**src/rtl/uart_cmd_ctrl_if.sv**
```systemverilog
// uart_cmd_ctrl_if: receiver byte input and
// configuration/strobe outputs of the command sequencer.
interface uart_cmd_ctrl_if;
  logic        uart_done;
  logic [7:0]  uart_data;
  logic [15:0] cfg_trig_level;
  logic [15:0] cfg_timebase;
  logic [15:0] cfg_ch_ctrl;
  logic        cap_start;
  logic        cap_stop;
  logic        cmd_ok;
  logic        frame_err;
  logic [1:0]  err_code;
  logic        busy;

  modport master (
    output uart_done, uart_data,
    input  cfg_trig_level, cfg_timebase, cfg_ch_ctrl,
    input  cap_start, cap_stop, cmd_ok, frame_err,
    input  err_code, busy
  );

  modport slave (
    input  uart_done, uart_data,
    output cfg_trig_level, cfg_timebase, cfg_ch_ctrl,
    output cap_start, cap_stop, cmd_ok, frame_err,
    output err_code, busy
  );
endinterface

```
**src/rtl/uart_cmd_ctrl.sv**
```systemverilog
// uart_cmd_ctrl: frames UART bytes into commands, writes config regs.
// Optional inter-byte timeout: define UART_CMD_TIMEOUT_EN.
module uart_cmd_ctrl #(
  parameter int CLK_FREQ      = 200000000,
  parameter int UART_BPS      = 128000,
  parameter int TIMEOUT_BYTES = 4
) (
  input logic           sys_clk,
  input logic           sys_rst,
  uart_cmd_ctrl_if.slave bus
);

  typedef enum logic [2:0] {
    IDLE, GET_CMD, GET_DH, GET_DL, GET_CHK, EXEC
  } state_t;

  localparam logic [7:0] HDR = 8'hA5;

`ifdef UART_CMD_TIMEOUT_EN
  localparam logic [23:0] TIMEOUT_CYC =
    24'(TIMEOUT_BYTES * 10 * (CLK_FREQ / UART_BPS));
  logic [23:0] tmo_q;
`endif

  state_t      state_q;
  logic        done_q;
  logic        pend_q;
  logic [7:0]  cmd_q;
  logic [7:0]  dh_q;
  logic [7:0]  dl_q;
  logic        chk_ok_q;
  logic [15:0] trig_q;
  logic [15:0] tbase_q;
  logic [15:0] chctl_q;
  logic        start_q;
  logic        stop_q;
  logic        ok_q;
  logic        ferr_q;
  logic [1:0]  ecode_q;
  logic        byte_stb;

  // One strobe per byte regardless of how long uart_done is held
  assign byte_stb = bus.uart_done & ~done_q;

  // Frame FSM with registered config, strobes and error code
  always_ff @(posedge sys_clk) begin
    if (sys_rst) begin
      state_q  <= IDLE;
      done_q   <= 1'b0;
      pend_q   <= 1'b0;
      cmd_q    <= 8'h00;
      dh_q     <= 8'h00;
      dl_q     <= 8'h00;
      chk_ok_q <= 1'b0;
      trig_q   <= 16'h0080;
      tbase_q  <= 16'h0001;
      chctl_q  <= 16'h0003;
      start_q  <= 1'b0;
      stop_q   <= 1'b0;
      ok_q     <= 1'b0;
      ferr_q   <= 1'b0;
      ecode_q  <= 2'd0;
`ifdef UART_CMD_TIMEOUT_EN
      tmo_q    <= 24'd0;
`endif
    end else begin
      done_q  <= bus.uart_done;
      start_q <= 1'b0;
      stop_q  <= 1'b0;
      ok_q    <= 1'b0;
      ferr_q  <= 1'b0;
      unique case (state_q)
        IDLE: begin
          pend_q <= 1'b0;
          if ((byte_stb && bus.uart_data == HDR) || pend_q)
            state_q <= GET_CMD;
        end
        GET_CMD: if (byte_stb) begin
          cmd_q   <= bus.uart_data;
          state_q <= GET_DH;
        end
        GET_DH: if (byte_stb) begin
          dh_q    <= bus.uart_data;
          state_q <= GET_DL;
        end
        GET_DL: if (byte_stb) begin
          dl_q    <= bus.uart_data;
          state_q <= GET_CHK;
        end
        GET_CHK: if (byte_stb) begin
          chk_ok_q <= (bus.uart_data == (cmd_q ^ dh_q ^ dl_q));
          state_q  <= EXEC;
        end
        EXEC: begin
          // A header landing here is replayed in IDLE next cycle
          pend_q  <= byte_stb && (bus.uart_data == HDR);
          state_q <= IDLE;
          if (!chk_ok_q) begin
            ferr_q  <= 1'b1;
            ecode_q <= 2'd1;
          end else begin
            case (cmd_q)
              8'h01: begin trig_q  <= {dh_q, dl_q}; ok_q <= 1'b1; end
              8'h02: begin tbase_q <= {dh_q, dl_q}; ok_q <= 1'b1; end
              8'h03: begin chctl_q <= {dh_q, dl_q}; ok_q <= 1'b1; end
              8'h10: begin start_q <= 1'b1; ok_q <= 1'b1; end
              8'h11: begin stop_q  <= 1'b1; ok_q <= 1'b1; end
              default: begin
                ferr_q  <= 1'b1;
                ecode_q <= 2'd2;
              end
            endcase
          end
        end
        default: state_q <= IDLE;
      endcase
`ifdef UART_CMD_TIMEOUT_EN
      // Abort a stalled frame; a byte in the same cycle wins
      if (state_q != IDLE && state_q != EXEC) begin
        if (byte_stb) begin
          tmo_q <= 24'd0;
        end else if (tmo_q == TIMEOUT_CYC) begin
          tmo_q   <= 24'd0;
          state_q <= IDLE;
          ferr_q  <= 1'b1;
          ecode_q <= 2'd3;
        end else if (tmo_q != 24'hFF_FFFF) begin
          tmo_q <= tmo_q + 24'd1;
        end
      end else begin
        tmo_q <= 24'd0;
      end
`endif
    end
  end

  assign bus.cfg_trig_level = trig_q;
  assign bus.cfg_timebase   = tbase_q;
  assign bus.cfg_ch_ctrl    = chctl_q;
  assign bus.cap_start      = start_q;
  assign bus.cap_stop       = stop_q;
  assign bus.cmd_ok         = ok_q;
  assign bus.frame_err      = ferr_q;
  assign bus.err_code       = ecode_q;
  assign bus.busy           = (state_q != IDLE);

endmodule

```
**src/flat_wrapper.sv**
```systemverilog
// flat-port wrapper written by rule: the top's interface ports become plain ports
module uart_cmd_ctrl_flat 
#(
  parameter int CLK_FREQ      = 200000000,
  parameter int UART_BPS      = 128000,
  parameter int TIMEOUT_BYTES = 4
)
  (sys_clk, sys_rst, bus_uart_done, bus_uart_data, bus_cfg_trig_level, bus_cfg_timebase, bus_cfg_ch_ctrl, bus_cap_start, bus_cap_stop, bus_cmd_ok, bus_frame_err, bus_err_code, bus_busy);
  uart_cmd_ctrl_if bus_i ();
  input logic sys_clk;
  input logic sys_rst;
  input wire logic [$bits(bus_i.uart_done)-1:0] bus_uart_done;
  input wire logic [$bits(bus_i.uart_data)-1:0] bus_uart_data;
  output wire logic [$bits(bus_i.cfg_trig_level)-1:0] bus_cfg_trig_level;
  output wire logic [$bits(bus_i.cfg_timebase)-1:0] bus_cfg_timebase;
  output wire logic [$bits(bus_i.cfg_ch_ctrl)-1:0] bus_cfg_ch_ctrl;
  output wire logic [$bits(bus_i.cap_start)-1:0] bus_cap_start;
  output wire logic [$bits(bus_i.cap_stop)-1:0] bus_cap_stop;
  output wire logic [$bits(bus_i.cmd_ok)-1:0] bus_cmd_ok;
  output wire logic [$bits(bus_i.frame_err)-1:0] bus_frame_err;
  output wire logic [$bits(bus_i.err_code)-1:0] bus_err_code;
  output wire logic [$bits(bus_i.busy)-1:0] bus_busy;
  assign bus_i.uart_done = bus_uart_done;
  assign bus_i.uart_data = bus_uart_data;
  assign bus_cfg_trig_level = bus_i.cfg_trig_level;
  assign bus_cfg_timebase = bus_i.cfg_timebase;
  assign bus_cfg_ch_ctrl = bus_i.cfg_ch_ctrl;
  assign bus_cap_start = bus_i.cap_start;
  assign bus_cap_stop = bus_i.cap_stop;
  assign bus_cmd_ok = bus_i.cmd_ok;
  assign bus_frame_err = bus_i.frame_err;
  assign bus_err_code = bus_i.err_code;
  assign bus_busy = bus_i.busy;
  uart_cmd_ctrl #(.CLK_FREQ(CLK_FREQ), .UART_BPS(UART_BPS), .TIMEOUT_BYTES(TIMEOUT_BYTES)) u_core (.sys_clk(sys_clk), .sys_rst(sys_rst), .bus(bus_i));
endmodule
```
**config.mk**
```make
export PLATFORM = sky130hd
export DESIGN_NAME = uart_cmd_ctrl_flat
export DESIGN_NICKNAME = d
export VERILOG_FILES = /design/src/rtl/uart_cmd_ctrl_if.sv /design/src/rtl/uart_cmd_ctrl.sv /design/src/flat_wrapper.sv
export SDC_FILE = /design/constraint.sdc
export NUM_CORES = 1
export LEC_CHECK = 0
export ABC_AREA = 1
export ABC_CLOCK_PERIOD_IN_PS = 1600
export CAP_MARGIN = 20
export CORE_MARGIN = 3
export CORE_UTILIZATION = 24
export CTS_CLUSTER_DIAMETER = 80
export DETAILED_ROUTE_END_ITERATION = 10
export PLACE_DENSITY = 0.55
export SLEW_MARGIN = 30
export SYNTH_ARGS = -nofsm -noshare
export SYNTH_HDL_FRONTEND = slang
export SYNTH_SLANG_ARGS = --single-unit
```
**constraint.sdc**
```tcl
create_clock -name sys_clk -period 1.6 [get_ports sys_clk]
set_clock_uncertainty 0.15 [all_clocks]
set_input_delay 0.4 -clock sys_clk [delete_from_list [all_inputs] [get_ports sys_clk]]
set_output_delay 0.4 -clock sys_clk [all_outputs]
set_load 0.05 [all_outputs]
```
==> metrics.md, run 1 <==
| Metric | Value |
|---|---|
| Status | `complete, no violations` |
| Final setup margin | `roughly 0.019 ns` |
| Initial Util | `roughly 25%` |
| RSZ-0062 raised after global routing | `true` |
| Total CTS buffers | `9` |
| Pre-CTS setup slack | `-0.507 ns` |
| Netlist cell types | `32` |
| Setup crit end kind | `output port` |
| Final setup vio count | `0` |
| CP arrival | `between 1 and 1.5 ns` |
| Syn Nets | `446` |
| CP max FO | `3` |
| DIE HEIGHT | `126 µm` |
| I/O pins | `66` |
| FFs w/ async S/R, synth | `0%` |
| Horiz. Die Dim | `126 µm` |
| Cell Area, Synth | `3470 µm²` |
| Worst rel slew slack | `79.2%` |
| Grt met3 use | `2.29%` |
| Worst path max stage delay | `0.35 ns` |
| Power Density | `around 950 nW/µm²` |
| Largest net degree at the start of global routing | `66` |
| DRT Pass-1 Iters | `6` |
| H-tree depth | `3` |
| Gr ovfl total | `0` |
| Non-filler cells, final | `734` |
| Fin area | `5870 µm²` |
| Crit Path Category | `reg2out` |
| Ant diodes | `0` |
| Yosys Warn Count | `0` |
| Clock Sinks | `84` |
| Nets | `560` |
| Vias per cell | `4.48` |
| Grt met1 use | `14.8%` |
| Sum of buffers and inverters on the critical path | `1` |
| Count leader, synth | `dfxtp_1` |
| Gr usage total | `12.2%` |
| Seq/Total Area, Yosys | `approximately half` |
| Fin crit share | `98.8%` |
| First-pass GRT wire length | `15.7 mm` |
| Detail Placement HPWL | `7.19 mm` |
| Worst Hold Margin | `0.179 ns` |
| Initial DRC Count | `roughly 180` |
| Via count | `approximately 3300` |
| Ys flop type | `dfxtp_1` |
| Synth top area cells | `dfxtp_1 (48%), a21oi_1 (7.9%), o21ai_0 (7.5%)` |
| Drt drc | `0` |
| Fin crit period | `between 1.5 and 2 ns` |
| Final hold vios | `0` |
| Commonest cells in the netlist | `dfxtp_1 (84), nand2_1 (62), a21oi_1 (55)` |
| Final ANT Viol Nets | `0` |
| Crit-path slowest cell | `dfxtp_4` |
| Row count | `43` |
| DR WL/cell | `13.9 µm` |
| Crit path max-delay family | `flip-flops` |
| RR Startpoint | `u_core.cmd_q[7]` |
| M2 GR Usage | `21.3%` |
| Max Freq | `632 MHz` |
| Post-DP Area | `5190 µm²` |
| Cts-stage hold buffer count | `0` |
| Dpl cells | `between 700 and 800` |
| EDFF count, synth | `0` |
| Worst-case clock buffer depth | `2` |
| Hold Path Class | `in2reg` |
| Die area | `15900 µm²` |
| CP Launch Type | `flip-flop` |
| HP Start | `bus_uart_done` |
| Area delta synth->final | `69.0%` |
| I/O Buffers | `65` |
| Vias in the first global route | `3197` |
| CTS tree | `yes` |
| Worst vdd ir | `586 µV` |
| Initial antenna violation count | `0` |
| Yosys top cell area share | `approximately 48%` |
| Final Max Tran Viols | `0` |
| Core ar. | `approximately 14000 µm²` |
| Layout cells sized above 1 | `36.3%` |
| WP data required | `1.05 ns` |
| Static leakage | `approximately 2.5 nW` |
| Synthesized area per cell | `roughly 8 µm²` |
| Worst skew pair latency | `0.34 ns` |
| FF-to-FF setup slack | `0.06 ns` |
| Crit-path cells | `nor2_4 > nand2_2 > buf_12` |
| CTS root buf | `clkbuf_16` |
| Routed WL | `between 10 and 15 mm` |
| GR peak layer | `met2` |
| Slew at the pin closest to its max-slew limit | `0.311 ns` |
| Cells after synthesis | `about 440` |
| Max_cap viols | `0` |
| Synth Register Bits | `84` |
| Clock-pin slew on the worst setup and hold paths | `0.06 ns` |
| # fillers | `1325` |
| Cell taking the most area after synthesis | `dfxtp_1` |
| GP Congestion | `0.803` |
| Crit path from | `u_core.state_q[0]` |
report_power, final:
part           leakage [nW]  internal (mW)  switching, mW
clock                 0.140           1.23          0.898
combinational          1.65          0.529          0.664
sequential            0.682           2.18         0.0986
total                  2.47           3.94           1.66
path summary, 6_finish.rpt:
kind / endpoint / cells past startpoint
worst min-delay path: u_core.done_q / 3
worst max-delay path: bus_busy / 3
worst min register to register: u_core.chk_ok_q / 2
worst max register to register: u_core.bus.cfg_trig_level[12] / 9
final cells by class:
type	instances	area (µm²)	share of cell area (%)
Multi-Input combinational cell	293	1650	28.1
Inverter	40	180	3.07
Clock inverter	6	71.3	1.22
Timing Repair Buffer	121	1810	30.9
Tap cell	180	225	3.84
Clock buffer	10	229	3.90
Sequential cell	84	1700	29.0
state kept, by name, summed over array words and instances, names as in the netlist, 2 cells and up:
name,count
u_core.dh_q,8
u_core.state_q,3
u_core.cmd_q,8
u_core.bus.cfg_trig_level,16
u_core.bus.cfg_ch_ctrl,16
u_core.bus.cfg_timebase,16
u_core.bus.err_code,2
u_core.dl_q,8
cells by family after synthesis:
logic type      synth area share (%)
compound gates                  23.3
xor+xnor                        2.27
flops                           48.4
buf+inv                         7.78
simple gates                    18.2
worst min-delay path: cells and delay by family:
family,cells,cell delay [ns]
buffers and inverters,2,0.15
AND/OR/NAND/NOR,1,0.07
cells in the final DEF, fill, tap and decap left out, drive strengths merged:
master	count
a21oi	71
clkinvlp	2
clkdlybuf4s50	1
bufinv	1
nand3	18
nand2	65
xor2	5
nor2	49
clkbuf	14
dfxtp	84
o211ai	4
dlymetal6s2s	9
xnor2	4
nor3	2
inv	42
buf	107
nor4	1
a31oi	1
nand4	3
o21ai	70
clkinv	1
repair_timing:
| item | in CTS | in global routing |
|---|---|---|
| setup endpoints to repair | 18 | 61 |
| cloned | 0 | 4 |
| buffers inserted | 3 | 7 |
| pin swaps | 4 | 13 |
| resized for setup | 16 | 70 |
metrics by stage:
stage                     setup TNS [ns]  util (%)  total power [mW]
after floorplan                        0         -              2.89
after global placement            -12.51      37.0              3.28
after detailed placement          -14.62      37.0              3.31
after CTS                        -0.0146      39.5              5.53
after global routing              -0.147      41.8              5.83
final                                  0      41.8              5.60
layer usage:
layer	vias to the layer above	wire [µm]	share of wire [%]
li1	1672	-	-
met1	1530	4500	44
met2	70	5120	50
met3	13	365	3.6
met4	0	208	2.0
met5	-	0	0
No activity file was read; power rests on OpenSTA's default activity.
==> inputs of run 2 (changes only) <==
--- a/config.mk
+++ b/config.mk
@@ -12,8 +12,9 @@
 export CORE_UTILIZATION = 24
 export CTS_CLUSTER_DIAMETER = 80
 export DETAILED_ROUTE_END_ITERATION = 10
+export MAX_ROUTING_LAYER = met4
 export PLACE_DENSITY = 0.55
-export SLEW_MARGIN = 30
+export SLEW_MARGIN = 20
 export SYNTH_ARGS = -nofsm -noshare
 export SYNTH_HDL_FRONTEND = slang
 export SYNTH_SLANG_ARGS = --single-unit
==> run 2 against run 1 <==
Net effect:
- power barely moved
- worst setup slack hardly changed
- sequential power barely moved
- first-iteration DRC count increased by 1.1%
- fmax barely moved
- global-route usage up 0.44 points
- non-clock buffer count unchanged
- critical path depth unchanged
- die area is the same
- clock power about the same
- critical endpoint unchanged
==> metrics.md, run 2 (same netlist as run 1, synthesis figures left out) <==
| Metric | Value |
|---|---|
| GP Congestion | `0.815 (was 0.803)` |
| Area delta synth->final | `70.0% (was 69.0%)` |
| Initial Util | `24.7% (unchanged)` |
| RSZ-0062 raised after global routing | `true (unchanged)` |
| CTS root buf | `clkbuf_16 (unchanged)` |
| I/O Buffers | `65 (unchanged)` |
| CTS tree | `yes (unchanged)` |
| DR WL/cell | `14.0 µm (was 13.9 µm)` |
| Crit Path Category | `reg2out (unchanged)` |
| Status | `complete, no violations (unchanged)` |
| Final ANT Viol Nets | `0 (unchanged)` |
| Drt drc | `0 (unchanged)` |
| Layout cells sized above 1 | `37.9% (was 36.3%)` |
| Core ar. | `14000 µm² (unchanged)` |
| Sequential power share | `40.7% (about the same)` |
| First-pass GRT wire length | `15.7 mm (about the same)` |
| Worst rel slew slack | `77.6% (was 79.2%)` |
| Power Density | `949 nW/µm² (was 954 nW/µm²)` |
| Non-filler cells, final | `734 (unchanged)` |
| Hold Path Class | `in2reg (unchanged)` |
| Post-DP Area | `5190 µm² (unchanged)` |
| DR top layer | `met4 (unchanged)` |
| Fin area | `5900 µm² (was 5870 µm²)` |
| Detail Placement HPWL | `7.19 mm (unchanged)` |
| RR Startpoint | `u_core.cmd_q[7] (unchanged)` |
| Initial DRC Count | `183 (was 181)` |
| Setup crit end kind | `output port (unchanged)` |
| FF-to-FF setup slack | `0.04 ns (was 0.06 ns)` |
| Routed WL | `10.2 mm (about the same)` |
| Fin crit period | `1.58 ns (about the same)` |
| Row count | `43 (unchanged)` |
| Most frequent cells in the layout | `dfxtp_1 (76), buf_12 (62), nand2_1 (57) (unchanged)` |
| Final hold vios | `0 (unchanged)` |
| CP arrival | `1.03 ns (about the same)` |
| Dpl cells | `704 (unchanged)` |
| Fin crit share | `98.8% (about the same)` |
| Cts-stage hold buffer count | `0 (unchanged)` |
| Clk network pwr share | `37.9% (was 38.0%)` |
| Commonest non-fill, non-tap cell in the layout | `dfxtp_1 (unchanged)` |
| Worst R2R Path Depth | `9 (unchanged)` |
| Internal | `3.94 mW (about the same)` |
| Worst skew pair latency | `0.34 ns (about the same)` |
| Clock Sinks | `84 (unchanged)` |
| Via count | `3279 (was 3285)` |
| Final setup vio count | `0 (unchanged)` |
| Worst hold path depth | `3 (unchanged)` |
| I/O pins | `66 (unchanged)` |
| Worst vdd ir | `585 µV (was 586 µV)` |
| Nets | `560 (unchanged)` |
| DRT Pass-1 Iters | `4 (was 6)` |
| Final Max Tran Viols | `0 (unchanged)` |
| Gr ovfl total | `0 (unchanged)` |
| Switching power | `1.66 mW (about the same)` |
| WP data required | `1.05 ns (about the same)` |
| Routed wire length on met2 | `5.08 mm (was 5.12 mm)` |
| Total CTS buffers | `9 (unchanged)` |
| # fillers | `1324 (was 1325)` |
| DIE HEIGHT | `126 µm (unchanged)` |
| Max_cap viols | `0 (unchanged)` |
| H-tree depth | `3 (unchanged)` |
| Vias per cell | `4.47 (was 4.48)` |
| Met3 wire length | `274 µm (was 365 µm)` |
| HP Start | `bus_uart_done (unchanged)` |
| Power share of the combinational group | `21.4% (was 21.3%)` |
| Static leakage | `2.48 nW (was 2.47 nW)` |
| Worst-case clock buffer depth | `2 (unchanged)` |
| Gr usage total | `12.7% (was 12.2%)` |
| Fin Setup TNS | `0 ns (unchanged)` |
| Initial antenna violation count | `0 (unchanged)` |
| Post-Route M1 WL | `4.68 mm (was 4.50 mm)` |
| Vias in the first global route | `3189 (was 3197)` |
| Reg2Reg Capture Point | `u_core.bus.cfg_timebase[12] (was u_core.bus.cfg_trig_level[12])` |
| CP max FO | `3 (unchanged)` |
| Switching part of the total | `29.7% (about the same)` |
| Clock-pin slew on the worst setup and hold paths | `0.06 ns (about the same)` |
| Largest net degree at the start of global routing | `66 (unchanged)` |
| Max Freq | `633 MHz (was 632 MHz)` |
| Ant diodes | `0 (unchanged)` |
| Horiz. Die Dim | `126 µm (unchanged)` |
| CP Launch Type | `flip-flop (unchanged)` |
| Die area | `15900 µm² (unchanged)` |
| Hold Path Sink | `u_core.done_q (unchanged)` |
| Slew at the pin closest to its max-slew limit | `0.335 ns (was 0.311 ns)` |
==> run 2: power by group through the flow <==
stage / Sequential, mW / Clock, mW / Combinational (mW)
final: 2.28 / 2.12 / 1.20
after detailed placement: 2.30 / 0 / 1.01
after global routing: 2.29 / 2.26 / 1.30
after CTS: 2.27 / 2.17 / 1.09
after global placement: 2.29 / 0 / 0.981
after floorplan: 2.31 / 0 / 0.577
==> run 2: area by class of cell <==
type	count	area, µm²	area share, %
well taps	180	225	3.82
clock inverters	6	71.3	1.21
clock buffers	10	229	3.88
inverters	40	180	3.05
repair buffers	121	1810	30.7
multi-input cells	293	1680	28.5
flip-flops and latches	84	1700	28.8
==> run 2: timing repair <==
item	4_1_cts	5_1_grt
pin swaps	4	14
resized for setup	16	84
cloned	0	4
buffers inserted	3	7
setup endpoints to repair	18	60
==> run 2: stage by stage <==
| step | util, % | worst slack [ns] | power [mW] | hold slack [ns] |
|---|---|---|---|---|
| floorplan | - | 0.120 | 2.89 | 0.295 |
| global placement | 37.0 | -0.403 | 3.28 | 0.315 |
| detailed placement | 37.0 | -0.507 | 3.31 | 0.322 |
| CTS | 39.5 | -0.0146 | 5.53 | 0.332 |
| global route | 42.0 | -0.0366 | 5.84 | 0.219 |
| finish | 42.0 | 0.0192 | 5.60 | 0.179 |
==> run 2: worst max path at each step <==
stage                                               end              start  slack [ns]
after floorplan             u_core.bus.cfg_timebase[15]            sys_rst        0.12
after global placement                u_core.state_q[2]      bus_uart_done       -0.40
after detailed placement              u_core.state_q[2]   bus_uart_data[5]       -0.51
after CTS                                      bus_busy  u_core.state_q[0]       -0.01
after global routing      u_core.bus.cfg_trig_level[12]    u_core.cmd_q[4]       -0.04
final                                          bus_busy  u_core.state_q[0]        0.02
==> run 2: layer usage <==
metal / track usage (%) / vias to the layer above
met4: 4.61 / 0
met1: 15.1 / 1527
li1: - / 1676
met2: 21.3 / 63
met5: - / -
met3: 2.50 / 13
==> run 2: critical path: stages (launching register included) <==
cell,delay [ns]
dfxtp_4,0.35
nor2_4,0.11
nand2_2,0.08
buf_12,0.15
